`config.mk`:
```
export PLATFORM = sky130hd
export DESIGN_NAME = wb_port_arbiter
export DESIGN_NICKNAME = d
export VERILOG_FILES = /design/src/rtl/wb_pkg.sv /design/src/rtl/wb_fifo.sv /design/src/rtl/wb_port_arbiter.sv
export SDC_FILE = /design/constraint.sdc
export NUM_CORES = 1
export LEC_CHECK = 0
export CAP_MARGIN = 20
export CORE_MARGIN = 2
export CORE_UTILIZATION = 48
export CTS_BUF_LIST = sky130_fd_sc_hd__clkbuf_8
export DETAILED_ROUTE_END_ITERATION = 10
export GPL_TIMING_DRIVEN = 0
export PLACE_DENSITY = 0.82
export SLEW_MARGIN = 20
export SYNTH_ARGS = -nofsm -noshare
export SYNTH_HDL_FRONTEND = slang
export SYNTH_SLANG_ARGS = --single-unit
```
`constraint.sdc`:
```
create_clock -name clk -period 3.2 [get_ports clk]
set_input_delay 0.64 -clock clk [delete_from_list [all_inputs] [get_ports clk]]
set_output_delay 0.64 -clock clk [all_outputs]
set_load 0.02 [all_outputs]
```
`src/rtl/wb_pkg.sv`:
```
// Shared types and constants for the register-file write-port arbiter.
package wb_pkg;

    localparam int unsigned XLEN   = 32;
    localparam int unsigned REG_AW = 5;

    typedef enum logic [1:0] {
        IDLE,
        PEND,
        FORCE
    } wb_state_t;

    typedef struct packed {
        logic [REG_AW-1:0] rd;
        logic [XLEN-1:0]   data;
    } wb_req_t;

endpackage

```
`src/rtl/wb_fifo.sv`:
```
// Synchronous FIFO of pending long-latency results with asynchronous active-high reset.
// Pointers carry one extra wrap bit so full and empty are distinguishable.
module wb_fifo
    import wb_pkg::*;
#(
    parameter int unsigned Depth = 2
) (
    input  logic                   clk_i,
    input  logic                   rst_i,
    input  logic                   push_i,
    input  logic                   pop_i,
    input  wb_req_t                wdata_i,
    output wb_req_t                head_o,
    output logic                   full_o,
    output logic                   empty_o,
    output logic [$clog2(Depth):0] count_o
);
    localparam int unsigned AW = $clog2(Depth);
    localparam logic [AW:0] PtrOne = (AW + 1)'(1);

    wb_req_t     mem_q [Depth];
    logic [AW:0] wr_q;
    logic [AW:0] rd_q;

    assign empty_o = (wr_q == rd_q);
    assign full_o  = (wr_q[AW-1:0] == rd_q[AW-1:0]) && (wr_q[AW] != rd_q[AW]);
    assign count_o = wr_q - rd_q;
    assign head_o  = mem_q[rd_q[AW-1:0]];

    always_ff @(posedge clk_i or posedge rst_i) begin
        if (rst_i) begin
            wr_q <= '0;
            rd_q <= '0;
        end else begin
            if (push_i && !full_o) wr_q <= wr_q + PtrOne;
            if (pop_i && !empty_o) rd_q <= rd_q + PtrOne;
        end
    end

    // Storage needs no reset: entries are only visible between the pointers.
    always_ff @(posedge clk_i) begin
        if (push_i && !full_o) mem_q[wr_q[AW-1:0]] <= wdata_i;
    end

endmodule

```
`src/rtl/wb_port_arbiter.sv`:
```
// Register-file write-port arbiter: the pipeline W stage has priority, long-latency results
// queue in wb_fifo and drain into idle slots. WB_BYPASS_EN enables same-cycle direct writes.
module wb_port_arbiter
    import wb_pkg::*;
#(
    parameter int unsigned DEPTH    = 2,
    parameter int unsigned MAX_WAIT = 4
) (
    input  logic              clk,
    input  logic              rst,
    input  logic              regwriteW,
    input  logic [REG_AW-1:0] rdW,
    input  logic [XLEN-1:0]   resultW,
    input  logic              lu_valid,
    input  logic [REG_AW-1:0] lu_rd,
    input  logic [XLEN-1:0]   lu_data,
    output logic              lu_ready,
    output logic              rf_we,
    output logic [REG_AW-1:0] rf_rd,
    output logic [XLEN-1:0]   rf_wd,
    output logic              stall_req,
    output logic              pending
);
    localparam int unsigned     CntW    = $clog2(DEPTH) + 1;
    localparam logic [3:0]      MaxAge  = 4'(MAX_WAIT);
    localparam logic [CntW-1:0] OneLeft = CntW'(1);

    logic            busy;
    logic            bypass;
    logic            push;
    logic            pop;
    logic            full;
    logic            empty;
    logic [CntW-1:0] count;
    wb_req_t         head;
    wb_req_t         lu_req;
    wb_state_t       st;
    logic [3:0]      age;
    logic            stall_q;

    assign busy        = regwriteW && (rdW != '0);
    assign lu_req.rd   = lu_rd;
    assign lu_req.data = lu_data;

`ifdef WB_BYPASS_EN
    assign bypass = empty && !busy && lu_valid && (lu_rd != '0);
`else
    assign bypass = 1'b0;
`endif

    // Readiness looks only at the current fill level, never at a same-cycle pop.
    assign lu_ready  = !full;
    assign push      = lu_valid && !full && (lu_rd != '0) && !bypass;
    assign pop       = !busy && !empty;
    assign pending   = !empty;
    assign stall_req = stall_q;

    wb_fifo #(
        .Depth(DEPTH)
    ) u_fifo (
        .clk_i  (clk),
        .rst_i  (rst),
        .push_i (push),
        .pop_i  (pop),
        .wdata_i(lu_req),
        .head_o (head),
        .full_o (full),
        .empty_o(empty),
        .count_o(count)
    );

    always_comb begin
        rf_we = 1'b0;
        rf_rd = '0;
        rf_wd = '0;
        if (!rst) begin
            if (busy) begin
                rf_we = 1'b1;
                rf_rd = rdW;
                rf_wd = resultW;
            end else if (!empty) begin
                rf_we = 1'b1;
                rf_rd = head.rd;
                rf_wd = head.data;
            end else if (bypass) begin
                rf_we = 1'b1;
                rf_rd = lu_rd;
                rf_wd = lu_data;
            end
        end
    end

    always_ff @(posedge clk or posedge rst) begin
        if (rst) begin
            st      <= IDLE;
            age     <= '0;
            stall_q <= 1'b0;
        end else begin
            unique case (st)
                IDLE: begin
                    age <= '0;
                    if (push) st <= PEND;
                end
                PEND: begin
                    if (pop) begin
                        age <= '0;
                        if (count == OneLeft && !push) st <= IDLE;
                    end else if (age == MaxAge) begin
                        st      <= FORCE;
                        stall_q <= 1'b1;
                    end else begin
                        age <= age + 4'd1;
                    end
                end
                FORCE: begin
                    if (pop) begin
                        age     <= '0;
                        stall_q <= 1'b0;
                        st      <= (count == OneLeft && !push) ? IDLE : PEND;
                    end
                end
                default: begin
                    st      <= IDLE;
                    age     <= '0;
                    stall_q <= 1'b0;
                end
            endcase
        end
    end

endmodule

```
# After elaboration in Yosys (flattened, before gate mapping)

Memory sizes are Yosys's and may differ from the RTL's.
Cells that the tools add are included.

Memory bits (writable): 74
Register bits: 11
Logic and storage cells: 69
Memories kept: 1

Memories:

| memory       | words | width | read ports | clocked after Yosys merged registers in | write ports | RTL line      | source |
|---|---|---|---|---|---|---|---|
| u_fifo.mem_q | 2     | 37    | 1          | 0                                       | 1           | wb_fifo.sv:21 | `wb_req_t mem_q [Depth];` |

Multiplexer cells: 26
Bitwise operators: 1
Reductions and logical operators: 18
Add/sub/neg operators: 4
Equal/unequal tests: 14

Operator list:

| kind                  | number |
|---|---|
| $mux W32              | 3 |
| $mux W5               | 3 |
| $mux W4               | 3 |
| $mux W2               | 5 |
| $reduce_bool A5 Y1    | 2 |
| $mux W1               | 9 |
| $logic_and A1 B1 Y1   | 8 |
| $pmux W4 S2           | 1 |
| $reduce_and A4 Y1     | 2 |
| $ne A2 B2 Y1 const B  | 3 |
| $ne A3 B2 Y1 const B  | 2 |
| $pmux W2 S3           | 1 |
| $add A2 B1 Y2 const B | 2 |
| $add A4 B1 Y4 const B | 1 |
| $eq A2 B1 Y1 const B  | 2 |
| $eq A4 B3 Y1 const B  | 1 |
| $logic_not A1 Y1      | 4 |
| $ne A3 B3 Y1 const B  | 1 |
| $pmux W1 S3           | 1 |
| $eq A2 B2 Y1          | 1 |
| $eq A2 B2 Y1 const B  | 1 |
| $logic_not A2 Y1      | 1 |
| $ne A2 B1 Y1 const B  | 1 |
| $reduce_and A2 Y1     | 1 |
| 4 further kinds       | 4 |

# Depth between registers and ports, before layout

Depth after elaboration: 10
Mapped depth: 8
Gate-level depth less buffers: 7

# Hierarchy

A second synthesis with hierarchy kept.

Cells, all modules: 320
Area total of the unflattened synthesis: 4036.4 um2

Modules (own cells, without submodules):

| module          | seq. area each (um2) | times used | area an instance (um2) | cells an instance |
|---|---|---|---|---|
| wb_fifo         | 2322.2               | 1          | 2921.6                 | 142 |
| wb_port_arbiter | 175.2                | 1          | 1114.8                 | 178 |

# Worst setup path after synthesis

Ideal clock, no wire load.

Path type: input to output
Start: input rdW[0]
End: output rf_wd[22]
Required time: 2.560 ns
Cell stages on the path: 7
Buffers on the path: 2
Arrival time: 2.121 ns
Slack: 0.439 ns
Cells stage by stage: or4_1 > o21a_1 > buf_6 > buf_2 > nor3_1 > a21oi_1 > nor2_1

Longest elaborated chain between the ends: 4

Ends and longest elaborated chain:

| item                | RTL line              | source |
|---|---|---|
| from (decl)         | wb_port_arbiter.sv:12 | `input logic [REG_AW-1:0] rdW,` |
| $reduce_bool A5 Y1  | wb_port_arbiter.sv:41 | `assign busy = regwriteW && (rdW != '0);` |
| $logic_and A1 B1 Y1 | wb_port_arbiter.sv:41 |  |
| $mux W32            | wb_port_arbiter.sv:77 | `if (busy) begin` |
| $mux W32            | wb_port_arbiter.sv:76 | `if (!rst) begin` |
| to (decl)           | wb_port_arbiter.sv:20 | `output logic [XLEN-1:0] rf_wd,` |

Every way passes these cells.

# Final worst setup path

Start: input rdW[2]
End: output rf_wd[6]

Same word-level chain as after synthesis.

==> impl_results.md <==
- Placed insts: 532
- Worst-case setup margin in the final layout: approximately 0.08 ns
- # H-tree levels: 3
- Peak supply drop: around 0.43 mV
- Area growth syn-to-layout: 44.5%
- IO Count: between 100 and 150
- Sequential-to-total area share from yosys stat: roughly two thirds
- Hold Buf Count CTS: 0
- Fraction of synthesis flops using an asynchronous set or reset pin: about an eighth
- Critical path startpoint category: input port
- Clock latency of the later-clocked register in the worst-skew pair: ~0.36 ns
- Die area: between 8000 and 9000 um2
- Max cap viols: 0
- Crit path capture type: output port
- Final Setup Violations: 0
- Syn Std Cell Area: 3860 um2
- Placer Congestion: 0.735
- Leak: 2.16 nW
- Distinct cell type count of the synthesized netlist: 35
- Setup WS pre-CTS: -0.592 ns
- Max incr delay on CP: 0.53 ns
- Pin count of the biggest net entering global routing: 25
- Clock Tree Buf Depth: 2
- Detailed-placement wirelength estimate: 6.65 mm
- Via count: around 3000
- Commonest register cell after synthesis: sky130_fd_sc_hd__edfxtp_1
- Root Buffer: sky130_fd_sc_hd__clkbuf_8
- Share of final-layout standard cells stronger than drive strength 1: 25.8%
- Post-detailed-route wirelength per cell: 17.7 um
- Most frequent cell on the critical path: sky130_fd_sc_hd__buf_8
- Std-Cell Core Area: around 7800 um2
- Yosys reg bits: 85
- Ordered cell list for the critical path: dlygate4sd2_1, or4_1, o21a_1, buf_6, buf_8, buf_8, a21oi_2, nor2_1, buf_4
- CTS clk-pin slew, worst paths: 0.09 ns
- EDFF count, synth: 74
- Worst EP required: ~2.6 ns
- 1st-pass router iterations: 4
- Tightest Pin Transition: between 0.7 and 0.8 ns
- Final period util: 97.5%
- Final standard cell area without fillers: 5580 um2
- Via count of the first global-routing pass: 3051
- Hold Vio Cnt, Final: 0
- Bufs and invs on worst path: 5
- Initial core utilization: 49.7%
- Most area-hungry cell type in the Yosys netlist: sky130_fd_sc_hd__edfxtp_1
- Syn_nets: 392
- Synth top area cells: sky130_fd_sc_hd__edfxtp_1 (58%), sky130_fd_sc_hd__mux2i_1 (9.3%), sky130_fd_sc_hd__dfrtp_1 (7.1%)
- Pwr dens: 835 nW/um2
- WS Path Type: in -> out
- Share of the synthesized area in the top cell type: 57.6%
- Cell type of the slowest stage on the worst timing path: sky130_fd_sc_hd__or4_1
- Number of input and output port buffers inserted: 117
- Number of design rule violations left after detail routing: 0
- Setup tns final: 0 ns
- Die X-Extent: 93.7 um
- Hold WC Path Type: reg -> reg
- Global-route wire length before repair: about 15 mm
- Worst EP arrival: 2.48 ns
- Number of buffers created by CTS: 9
- Antenna violations before repair: 0
- Cell Area, Placed: 5220 um2
- Tot GR Track Use: 22.8%
- Post-route non-filler standard cell count: 551
- Highest attainable clock frequency: 320 MHz
- Max-slew violations: 0
- Status: finished clean
- Worst hold slack across all endpoints: 0.512 ns
- Post-layout minimum cycle time: 3.12 ns
- CTS tree: built
- Total Nets Final: 525
- Gate family responsible for the most delay along the worst path: buffers and inverters
- Ranking of synthesized cells by instance count: sky130_fd_sc_hd__edfxtp_1 (74), sky130_fd_sc_hd__nor2_1 (43), sky130_fd_sc_hd__a21oi_1 (41)
- DRC marker count from the first detailed-route iteration: between 200 and 250
- Synthesized area divided by synthesized cell count: 12.4 um2
- Number of placement rows: 32
- Die Height: 93.7 um
- Relative slew margins: 49.9%
- Final antenna-violating net count: 0
- Number of antenna cells inserted: 0
- Fin util: a little under three quarters
- Most common cell in the netlist: sky130_fd_sc_hd__edfxtp_1
- Cells after Synth: 311
- CTS Sinks: 85
- Crit path max fanout: 10
- Warnings from Yosys: 0
- Vias per cell: 5.44
- Unrepaired setup endpoints after global routing: no
- Final wirelength: 9.75 mm
- Total chip power: 4.65 mW
- Gr ovfl total: 0
- Final worst clock skew: approximately 0.012 ns
-- power by group --
group	switching (mW)	internal, mW
Sequential	0.111	1.58
Clock	0.386	0.357
Combinational	1.30	0.912
-- area by class of cell --
type                    count  area, um2
repair buffers            122       1130
inverters                   7       26.3
clock buffers               9        124
clock inverters             7       66.3
flip-flops and latches     85       2500
well taps                 102        128
multi-input cells         198       1440
fillers                   548       2190
plain buffers              21        168
-- flip-flops by register name, summed over array words and instances, names as in the netlist --
signal        count
age               4
u_fifo.rd_q       2
st                2
u_fifo.mem_q     74
stall_req         1
u_fifo.wr_q       2
-- timing repair --
action	4_1_cts	5_1_grt
gates resized for setup	220	23
endpoints found under the setup margin	39	24
pin swaps	4	3
buffers inserted	2	0
cloned	2	0
-- final timing paths --
| kind | start | cells past startpoint | end | slack [ns] |
|---|---|---|---|---|
| setup / recovery | rdW[2] | 9 | rf_wd[6] | 0.08 |
| hold / removal | st[1] | 1 | stall_req | 0.51 |
| setup reg to reg | u_fifo.wr_q[0] | 5 | u_fifo.mem_q[1][16] | 1.07 |
| hold reg to reg | st[1] | 1 | stall_req | 0.51 |
| max in group asynchronous | rst | 3 | u_fifo.rd_q[0] | 2.03 |
| min in group asynchronous | rst | 3 | st[1] | 0.85 |
-- layout by cell type (no fill, tap or decap), types with 2 or more instances in the layout --
cell type | netlist | final
sky130_fd_sc_hd__buf_16 | 0 | 3
sky130_fd_sc_hd__o21ai_0 | 2 | 2
sky130_fd_sc_hd__nor3_1 | 37 | 10
sky130_fd_sc_hd__a21oi_2 | 0 | 11
sky130_fd_sc_hd__and2_2 | 0 | 3
sky130_fd_sc_hd__xor2_1 | 2 | 2
sky130_fd_sc_hd__nand2_1 | 2 | 2
sky130_fd_sc_hd__nand3b_1 | 2 | 2
sky130_fd_sc_hd__nor3_4 | 0 | 4
sky130_fd_sc_hd__or4_1 | 2 | 2
sky130_fd_sc_hd__buf_6 | 2 | 3
sky130_fd_sc_hd__clkinvlp_4 | 0 | 2
sky130_fd_sc_hd__a21oi_1 | 41 | 30
sky130_fd_sc_hd__nor3_2 | 0 | 23
sky130_fd_sc_hd__buf_8 | 0 | 3
sky130_fd_sc_hd__a22oi_1 | 3 | 3
sky130_fd_sc_hd__mux2_2 | 2 | 2
sky130_fd_sc_hd__dlygate4sd2_1 | 0 | 4
sky130_fd_sc_hd__xnor2_1 | 4 | 4
sky130_fd_sc_hd__buf_4 | 0 | 23
sky130_fd_sc_hd__mux2i_1 | 36 | 36
sky130_fd_sc_hd__dfrtp_1 | 11 | 11
sky130_fd_sc_hd__inv_1 | 7 | 9
sky130_fd_sc_hd__nor2_1 | 43 | 43
sky130_fd_sc_hd__edfxtp_1 | 74 | 74
sky130_fd_sc_hd__clkdlybuf4s50_1 | 0 | 74
sky130_fd_sc_hd__ha_1 | 3 | 3
sky130_fd_sc_hd__clkbuf_1 | 10 | 7
sky130_fd_sc_hd__nand2b_1 | 2 | 2
sky130_fd_sc_hd__buf_2 | 8 | 21
sky130_fd_sc_hd__clkbuf_8 | 0 | 9
-- routing by layer --
layer,vias up,global-route usage [%],share of wire (%)
li1,1410,-,-
met1,1469,28.6,42
met2,105,39.6,51
met3,14,3.53,4.7
met4,0,9.18,1.9
met5,-,0,0
-- kinds of logic after synthesis --
family | share of synthesized area (%)
AO/OA/AOI/OAI | 7.72
XOR/XNOR | 1.36
adder cells (fa/ha/maj) | 0.973
buffers and inverters | 3.37
flip-flops | 64.7
multiplexers | 9.92
AND/OR/NAND/NOR | 12.0
No activity file was read; power rests on OpenSTA's default activity.
